## config.mk

```make
export PLATFORM = sky130hd
export DESIGN_NAME = ss_addsub_n_window
export DESIGN_NICKNAME = d
export VERILOG_FILES = /design/src/rtl/ss_pkg.sv /design/src/rtl/ss_popcount.sv /design/src/rtl/ss_addsub_n_window.sv
export SDC_FILE = /design/constraint.sdc
export NUM_CORES = 1
export LEC_CHECK = 0
export CORE_UTILIZATION = 45
export CTS_CLUSTER_SIZE = 25
export DETAILED_ROUTE_END_ITERATION = 8
export PLACE_DENSITY_LB_ADDON = 0.25
export SLEW_MARGIN = 5
export SYNTH_ARGS = -nofsm -noshare
export SYNTH_HDL_FRONTEND = slang
export SYNTH_SLANG_ARGS = --single-unit
```

## constraint.sdc

```tcl
create_clock -name CLK -period 3.8 [get_ports CLK]
set_input_delay 0.57 -clock CLK [delete_from_list [all_inputs] [get_ports CLK]]
set_output_delay 0.57 -clock CLK [all_outputs]
set_load 0.05 [all_outputs]
```

## src/rtl/ss_pkg.sv

```systemverilog
// Shared definitions for the sign-magnitude stochastic add/sub window block.
// Holds the constant-function count-width helper and the output MODE encodings.
// No ports; imported by ss_popcount and ss_addsub_n_window.
package ss_pkg;

  localparam int SS_MODE_THRESH   = 0;
  localparam int SS_MODE_SIGDELTA = 1;

  // Smallest r with 2**r >= value; usable in parameter expressions.
  function automatic int clog2(input int value);
    int result;
    result = 0;
    while ((1 << result) < value) begin
      result = result + 1;
    end
    return result;
  endfunction

endpackage

```

## src/rtl/ss_popcount.sv

```systemverilog
// Combinational population count of an N-bit vector.
// Ports: vec (N bits in), count (CW bits out, number of ones in vec).
// CW must be wide enough to hold N.
module ss_popcount
  import ss_pkg::*;
#(
  parameter int N  = 2,
  parameter int CW = 2
) (
  input  logic [N-1:0]  vec,
  output logic [CW-1:0] count
);

  always_comb begin
    count = '0;
    for (int i = 0; i < N; i++) begin
      count = count + CW'(vec[i]);
    end
  end

endmodule

```

## src/rtl/ss_addsub_n_window.sv

```systemverilog
// Sign-magnitude stochastic adder/subtractor over a sliding window of WIN samples
// for N bipolar streams. Ports: CLK, INIT (async active-high reset), IN/SIGN (N bits
// each), OUT/SIGN_out (registered output stream), READY (window full), NET_MAG.
// Optional macro SS_ADDSUB_SIGN_HYST_EN adds HYST margin to output sign changes.
module ss_addsub_n_window
  import ss_pkg::*;
#(
  parameter int N        = 2,
  parameter int WIN      = 4,
  parameter int MODE     = SS_MODE_SIGDELTA,
  parameter int LOWERLIM = 0,
  parameter int HYST     = 1,
  localparam int CW      = clog2(N*WIN+1)
) (
  input  logic          CLK,
  input  logic          INIT,
  input  logic [N-1:0]  IN,
  input  logic [N-1:0]  SIGN,
  output logic          OUT,
  output logic          SIGN_out,
  output logic          READY,
  output logic [CW-1:0] NET_MAG
);

  localparam int AW = CW + 1;
  localparam int FW = clog2(WIN+1);

`ifdef SS_ADDSUB_SIGN_HYST_EN
  localparam bit HYST_EN = 1'b1;
`else
  localparam bit HYST_EN = 1'b0;
`endif

  localparam logic [AW-1:0] MARGIN   = HYST_EN ? AW'(HYST) : AW'(0);
  localparam logic [AW-1:0] WIN_A    = AW'(WIN);
  localparam logic [AW-1:0] ACC_MAX  = AW'(WIN-1);
  localparam logic [FW-1:0] FILL_MAX = FW'(WIN);

  // Per-input histories; bit 0 is the newest sample, bit WIN-1 leaves next edge.
  logic [WIN-1:0] pos_hist [N];
  logic [WIN-1:0] neg_hist [N];

  logic [N-1:0]  p_in, n_in, p_old, n_old;
  logic [CW-1:0] pc_p_in, pc_p_old, pc_n_in, pc_n_old;
  logic [CW-1:0] pos_cnt, neg_cnt;
  logic [AW-1:0] acc;
  logic [FW-1:0] fill;

  assign p_in = IN & ~SIGN;
  assign n_in = IN & SIGN;

  for (genvar g = 0; g < N; g++) begin : g_oldest
    assign p_old[g] = pos_hist[g][WIN-1];
    assign n_old[g] = neg_hist[g][WIN-1];
  end

  ss_popcount #(.N(N), .CW(CW)) u_pc_p_in  (.vec(p_in),  .count(pc_p_in));
  ss_popcount #(.N(N), .CW(CW)) u_pc_p_old (.vec(p_old), .count(pc_p_old));
  ss_popcount #(.N(N), .CW(CW)) u_pc_n_in  (.vec(n_in),  .count(pc_n_in));
  ss_popcount #(.N(N), .CW(CW)) u_pc_n_old (.vec(n_old), .count(pc_n_old));

  // Entering and leaving bits of the same input net out in one update, so a
  // sample that replaces an identical one leaves the count unchanged.
  logic [CW-1:0] pos_next, neg_next;
  assign pos_next = pos_cnt + pc_p_in - pc_p_old;
  assign neg_next = neg_cnt + pc_n_in - pc_n_old;

  // Sign and magnitude from the registered counters.
  logic [AW-1:0] pos_x, neg_x;
  logic          pos_wins, neg_wins, sgn;
  logic [CW-1:0] mag;

  assign pos_x = {1'b0, pos_cnt};
  assign neg_x = {1'b0, neg_cnt};

  always_comb begin
    pos_wins = pos_x > (neg_x + MARGIN);
    neg_wins = neg_x > (pos_x + MARGIN);
    sgn      = 1'b0;
    mag      = '0;
    if (HYST_EN) begin
      // Flip only when the opposite polarity leads by more than the margin.
      sgn = SIGN_out ? ~pos_wins : neg_wins;
    end else begin
      sgn = neg_cnt > pos_cnt;
    end
    // Magnitude relative to the chosen sign; a held sign can point the
    // "wrong" way, in which case the magnitude clamps to zero.
    if (sgn) begin
      mag = (neg_cnt >= pos_cnt) ? neg_cnt - pos_cnt : '0;
    end else begin
      mag = (pos_cnt >= neg_cnt) ? pos_cnt - neg_cnt : '0;
    end
  end

  // Sigma-delta: accumulate magnitude, emit a one per WIN units. The residue
  // saturates at WIN-1 so densities above 1 clip instead of growing acc.
  logic [AW-1:0] acc_base, acc_sum, acc_nxt;
  logic          sd_out, thresh_out;

  always_comb begin
    acc_base = (sgn != SIGN_out) ? '0 : acc;
    acc_sum  = acc_base + AW'(mag);
    sd_out   = 1'b0;
    acc_nxt  = acc_sum;
    if (acc_sum >= WIN_A) begin
      sd_out  = 1'b1;
      acc_nxt = ((acc_sum - WIN_A) > ACC_MAX) ? ACC_MAX : (acc_sum - WIN_A);
    end
  end

  assign thresh_out = int'(mag) > LOWERLIM;

  always_ff @(posedge CLK or posedge INIT) begin
    if (INIT) begin
      for (int i = 0; i < N; i++) begin
        pos_hist[i] <= '0;
        neg_hist[i] <= '0;
      end
      pos_cnt  <= '0;
      neg_cnt  <= '0;
      acc      <= '0;
      fill     <= '0;
      OUT      <= 1'b0;
      SIGN_out <= 1'b0;
      NET_MAG  <= '0;
    end else begin
      for (int i = 0; i < N; i++) begin
        pos_hist[i] <= {pos_hist[i][WIN-2:0], p_in[i]};
        neg_hist[i] <= {neg_hist[i][WIN-2:0], n_in[i]};
      end
      pos_cnt <= pos_next;
      neg_cnt <= neg_next;
      if (fill != FILL_MAX) begin
        fill <= fill + FW'(1);
      end
      SIGN_out <= sgn;
      NET_MAG  <= mag;
      if (MODE == SS_MODE_THRESH) begin
        OUT <= thresh_out;
        acc <= '0;
      end else begin
        OUT <= sd_out;
        acc <= acc_nxt;
      end
    end
  end

  assign READY = (fill == FILL_MAX);

  a_cnt_range: assert property (@(posedge CLK) disable iff (INIT)
    (int'(pos_cnt) <= N*WIN) && (int'(neg_cnt) <= N*WIN));

endmodule

```

==> results of run 1 <==
## per-layer routing
metal	wire [um]	up-vias
li1	-	666
met1	1710	665
met2	1900	38
met3	166	14
met4	102	0
met5	0	-
## what timing repair did
item / CTS / global route
buffers inserted: 1 / 6
resized for setup: 2 / 24
pin swaps: 1 / 8
setup endpoints to repair: 4 / 5
## sequential cells by signal, summed over array words and instances, names as in the netlist
signal    count
neg_hist      6
pos_hist      6
acc           5
NET_MAG       4
neg_cnt       4
pos_cnt       4
fill          3
n_old         2
p_old         2
OUT           1
SIGN_out      1
## through the flow
step / area [um^2] / instances / utilization [%] / setup WS [ns] / setup TNS [ns]
5_1_grt: 2620 / 267 / 59.0 / -0.0834 / -0.334
2_1_floorplan: 2110 / 184 / - / 0.228 / 0
4_1_cts: 2480 / 261 / 55.9 / 0.00994 / 0
6_report: 2620 / 267 / 59.0 / 0.0726 / 0
3_3_place_gp: 2330 / 252 / 52.4 / 0.106 / 0
3_5_place_dp: 2330 / 252 / 52.4 / -0.0419 / -0.0775
## cell families (layout without fill, tap and decap cells)
logic type | Yosys count | in the layout | share of synthesized area [%]
buf+inv | 30 | 61 | 5.33
mux | 2 | 2 | 0.948
other cells | 1 | 1 | 0.178
flops | 38 | 38 | 45.0
compound gates | 30 | 30 | 10.4
fa+ha+maj | 35 | 35 | 23.2
xor+xnor | 11 | 11 | 4.56
simple gates | 37 | 37 | 10.4
## cell usage in the layout, fill, tap and decap left out, types with 2 or more instances in the layout
cell / netlist / final
nand3_1: 4 / 3
a21oi_1: 6 / 3
nand2_1: 7 / 6
fa_2: 0 / 3
clkdlybuf4s50_1: 0 / 12
clkbuf_8: 0 / 5
buf_4: 0 / 10
o21ai_0: 5 / 2
inv_2: 0 / 2
and2_1: 6 / 6
a31oi_1: 4 / 3
bufinv_16: 0 / 2
nor2_1: 5 / 5
xnor2_1: 8 / 7
fa_1: 7 / 4
nor2b_1: 3 / 3
a21o_1: 7 / 7
ha_2: 0 / 2
ha_1: 28 / 26
nand2b_1: 3 / 3
dfrtp_1: 38 / 38
a221oi_2: 0 / 2
inv_1: 30 / 28
a21oi_2: 1 / 4
o21bai_1: 2 / 2
o21ai_1: 0 / 3
## final cells by class
type	instances	area, um^2	share of cell area, %
Timing Repair Buffer	23	206	7.88
Inverter	30	113	4.30
Multi-Input combinational cell	116	1150	43.8
Clock inverter	3	68.8	2.63
Tap cell	52	65.1	2.48
Clock buffer	5	68.8	2.63
Sequential cell	38	951	36.3
## worst reg2reg max path: cells and delay by family (launching register included)
kind / cells / cell delay (ns)
AO/OA/AOI/OAI: 8 / 1.27
adder cells (fa/ha/maj): 4 / 1.08
buffers and inverters: 5 / 0.61
flip-flops: 1 / 0.40
XOR/XNOR: 1 / 0.17
AND/OR/NAND/NOR: 1 / 0.15
## path summary, 6_finish.rpt
check | start | end | slack, ns | depth (start not counted)
max in group asynchronous | INIT | pos_hist[2]$_DFF_PP0_ | 2.35 | 3
min | pos_hist[6]$_DFF_PP0_ | p_old[0]$_DFF_PP0_ | 0.35 | 0
max | pos_cnt[0]$_DFF_PP0_ | acc[3]$_DFF_PP0_ | 0.07 | 19
max reg2reg | pos_cnt[0]$_DFF_PP0_ | acc[3]$_DFF_PP0_ | 0.07 | 19
min reg2reg | pos_hist[6]$_DFF_PP0_ | p_old[0]$_DFF_PP0_ | 0.35 | 0
min in group asynchronous | INIT | acc[3]$_DFF_PP0_ | 0.72 | 2
==> run metrics, run 1 <==
outcome=finished with violations; failing checks=DRC; Mapped Avg Cell Area=between 10 and 15 um^2; CTS clk-pin slew, worst paths=0.08 ns; dominant cell by count in the synthesized netlist=dfrtp_1; Final Max Slew Viols=0; clk_lat worst skew=0.29 ns; Hold Fails Final Rpt=0; gr ovfl total=0; Die Ht=70.5 um; post-DP HPWL=2.75 mm; met1 usage=around a fifth; ys async rst share=100%; drt first pass iters=6; top_reg_cell synth=dfrtp_1; Yosys warning count=0; # hold bufs at CTS=0; Distinct cells, synth=33; Remaining DRCs=2; Setup violations, final=0; Sink Count=38; GRT Max-Usage Layer=met2; Required @ worst endpoint=between 4 and 5 ns; max incr delay on CP=about 0.40 ns; drt via density=5.18; critical-path cell list=inv_2 > ha_1 > inv_2 > fa_2 > a21o_1 > a21oi_2 > o21ai_1 > buf_4 > a22o_2 > ha_1 > a21o_1 > a21oi_2 > xor2_1 > buf_4 > ha_1 > o21ai_1 > o21ai_1 > buf_4 > nor3b_2; Max-slew headroom=50.6%; Worst Max-Slew Pin Slew=0.740 ns; root buffer cell=clkbuf_8; first-iteration detailed-routing DRC count=57; CTS buffer count=5; critical-path maximum fanout=5; H-tree levels=2; Final Net Count=255; Post-Route WL=3.88 mm; post-layout min period=3.73 ns; Mapped Cells=184; first-pass GRT wire length=6.35 mm; Crit path arrival time=slightly below 4 ns; GR Util met2=27.1%; Die ar.=4970 um^2; M3 GR Usage=under 10%; initial antenna violation count=0; Max Buffers Root-to-Sink=2; Final Skew=0.00985 ns; worst path bufs/invs=5; number of fillers in the final layout=roughly 350; fmax=268 MHz; ANT nets after route=0; sequential fraction of the synthesis area=between 40% and 50%; period utilization=a little over nine tenths; Min Hold Slack=0.349 ns; number of antenna repair diodes=0; total number of vias=1383; P&R area growth vs syn=24.1%; total global-route track usage=approximately 17%; DR WL/cell=14.5 um; CP Capture Type=flop; cell area after synthesis=~2100 um^2; vias in the first global route=1454; slowest CP cell=dfrtp_1; die span in x=70.5 um; Yosys reg bits=38; post-synth top area share=a little under half; pin count of the biggest net entering global routing=21; ratio of cells with drive above 1 in the final layout=a little over a fifth; CP delay by family, top=compound AO/OA/AOI/OAI gates; crit path kind=flop to flop; GP Congestion=0.839; area of the core=about 4400 um^2; CTS tree=built; number of synthesized flops with an enable pin=0; largest cells by area after synthesis=dfrtp_1 45%, ha_1 17%, fa_1 6.6%; I/O Pins=13; Min-Delay Path Class=flop to flop; Startpoint Class=flop; Mapped Nets=225; leading area contributor after synthesis=dfrtp_1; IO Port Bufs=12; commonest cells in the netlist=38 x dfrtp_1, 30 x inv_1, 28 x ha_1; # rows=24; max cap viols=0; Initial Util=47.5%
Power of run 1 is left out: the tool's default activity adds up to more than one toggle a clock period on the data nets, which glitch-free logic cannot reach.
==> run 2: changes to the inputs <==
--- a/config.mk
+++ b/config.mk
@@ -5,7 +5,7 @@
 export SDC_FILE = /design/constraint.sdc
 export NUM_CORES = 1
 export LEC_CHECK = 0
-export CORE_UTILIZATION = 45
+export CORE_UTILIZATION = 53
 export CTS_CLUSTER_SIZE = 25
 export DETAILED_ROUTE_END_ITERATION = 8
 export PLACE_DENSITY_LB_ADDON = 0.25
==> run metrics, run 2 (synthesized netlist as in run 1, its figures left out) <==
outcome=completed; period utilization=96.8%; H-tree levels=2; P&R area growth vs syn=25.2%; Max Buffers Root-to-Sink=2; CTS clk-pin slew, worst paths=around 0.07 ns; Crit path arrival time=between 3 and 4 ns; top flop regs=neg_hist: 6 flops, pos_hist: 6 flops, acc: 5 flops; DR WL/cell=14.8 um; CTS tree=built; GP Congestion=0.887; Final Skew=0.00365 ns; ANT nets after route=0; Setup violations, final=0; Remaining DRCs=0; clk_lat worst skew=just under 0.3 ns; Finished Layout Cells=261; Min-Delay Path Class=flop to flop; area of the core=3740 um^2; vias in the first global route=approximately 1400; critical-path maximum fanout=5; Die Ht=roughly 65 um; Placement Setup Slack=-0.188 ns; fmax=272 MHz; Sink Count=38; drt first pass iters=4; total global-route track usage=about a fifth; dpl cells=247; ratio of cells with drive above 1 in the final layout=between 20% and 30%; # rows=22; Final WS setup=~0.12 ns; Hold Fails Final Rpt=0; Initial Util=56.4%; CP Capture Type=flop; Post-Route WL=around 3.9 mm; max cap viols=0; first-pass GRT wire length=6.09 mm; post-layout min period=around 3.7 ns; drt via density=5.21; Die ar.=4240 um^2; Required @ worst endpoint=3.97 ns; gr ovfl total=0; Final Net Count=253; die span in x=roughly 65 um; number of fillers in the final layout=roughly 270; first-iteration detailed-routing DRC count=61; # hold bufs at CTS=0; crit path kind=flop to flop; Final Max Slew Viols=0; root buffer cell=clkbuf_8; pin count of the biggest net entering global routing=39; post-DP HPWL=2.77 mm; commonest non-fill, non-tap cell in the layout=dfrtp_1; total number of vias=1361; IO Port Bufs=12; number of antenna repair diodes=0; I/O Pins=13; initial antenna violation count=0; Startpoint Class=flop; CTS buffer count=5; most frequent cells in the layout=38 x dfrtp_1, 27 x inv_1, 24 x ha_1, 12 x clkdlybuf4s50_1, 9 x buf_4
-- run 2: what timing repair did --
action / in CTS / in global routing
resized for setup: 5 / 26
pin swaps: 3 / 13
setup endpoints to repair: 4 / 5
buffers inserted: 1 / 5
-- run 2: worst max-delay path, cell delays in order, from the launching register on --
cell      delay (ns)
dfrtp_1         0.39
inv_2           0.07
ha_2            0.17
inv_2           0.04
fa_2            0.38
a21o_1          0.17
a21oi_2         0.15
o21ai_1         0.08
buf_4           0.16
a221oi_4        0.26
a31oi_2         0.07
ha_1            0.37
a21oi_2         0.18
xor2_1          0.17
buf_4           0.18
ha_4            0.16
xor2_4          0.17
nand3_2         0.11
a21oi_2         0.18
o21bai_1        0.10
-- run 2: worst paths after layout --
kind / from / endpoint / slack [ns] / cells past startpoint
hold / removal: pos_hist[4]$_DFF_PP0_ / pos_hist[5]$_DFF_PP0_ / 0.35 / 0
min in group asynchronous: INIT / neg_hist[6]$_DFF_PP0_ / 0.68 / 3
setup reg to reg: pos_cnt[0]$_DFF_PP0_ / acc[1]$_DFF_PP0_ / 0.12 / 19
max in group asynchronous: INIT / pos_cnt[2]$_DFF_PP0_ / 2.79 / 3
setup / recovery: pos_cnt[0]$_DFF_PP0_ / acc[1]$_DFF_PP0_ / 0.12 / 19
hold reg to reg: pos_hist[4]$_DFF_PP0_ / pos_hist[5]$_DFF_PP0_ / 0.35 / 0
-- run 2: area by class of cell --
type | count | area (um^2) | area share (%)
multi-input combinational | 116 | 1190 | 45.0
sequential | 38 | 951 | 36.0
timing repair buffer | 21 | 188 | 7.10
inverter | 30 | 113 | 4.26
clock buffer | 6 | 82.6 | 3.12
clock inverter | 2 | 60.1 | 2.27
tap | 48 | 60.1 | 2.27
-- run 2: metrics by stage --
stage,TNS (ns),utilization [%],area (um^2),hold WS (ns)
3_5_place_dp,-0.435,61.8,2310,0.335
4_1_cts,0,66.3,2480,0.352
3_3_place_gp,-0.0469,61.8,2310,0.334
2_1_floorplan,0,-,2110,0.331
6_report,0,70.7,2650,0.351
5_1_grt,-0.0831,70.7,2650,0.363
-- run 2: metal layers --
| layer | GRT usage (%) | vias up | routed length (um) |
|---|---|---|---|
| met2 | 31.5 | 24 | 1940 |
| met5 | 0 | - | 0 |
| met3 | 4.69 | 5 | 104 |
| li1 | - | 659 | - |
| met4 | 7.88 | 0 | 53 |
| met1 | 26.3 | 673 | 1780 |
Power of run 2 is left out for the same reason.
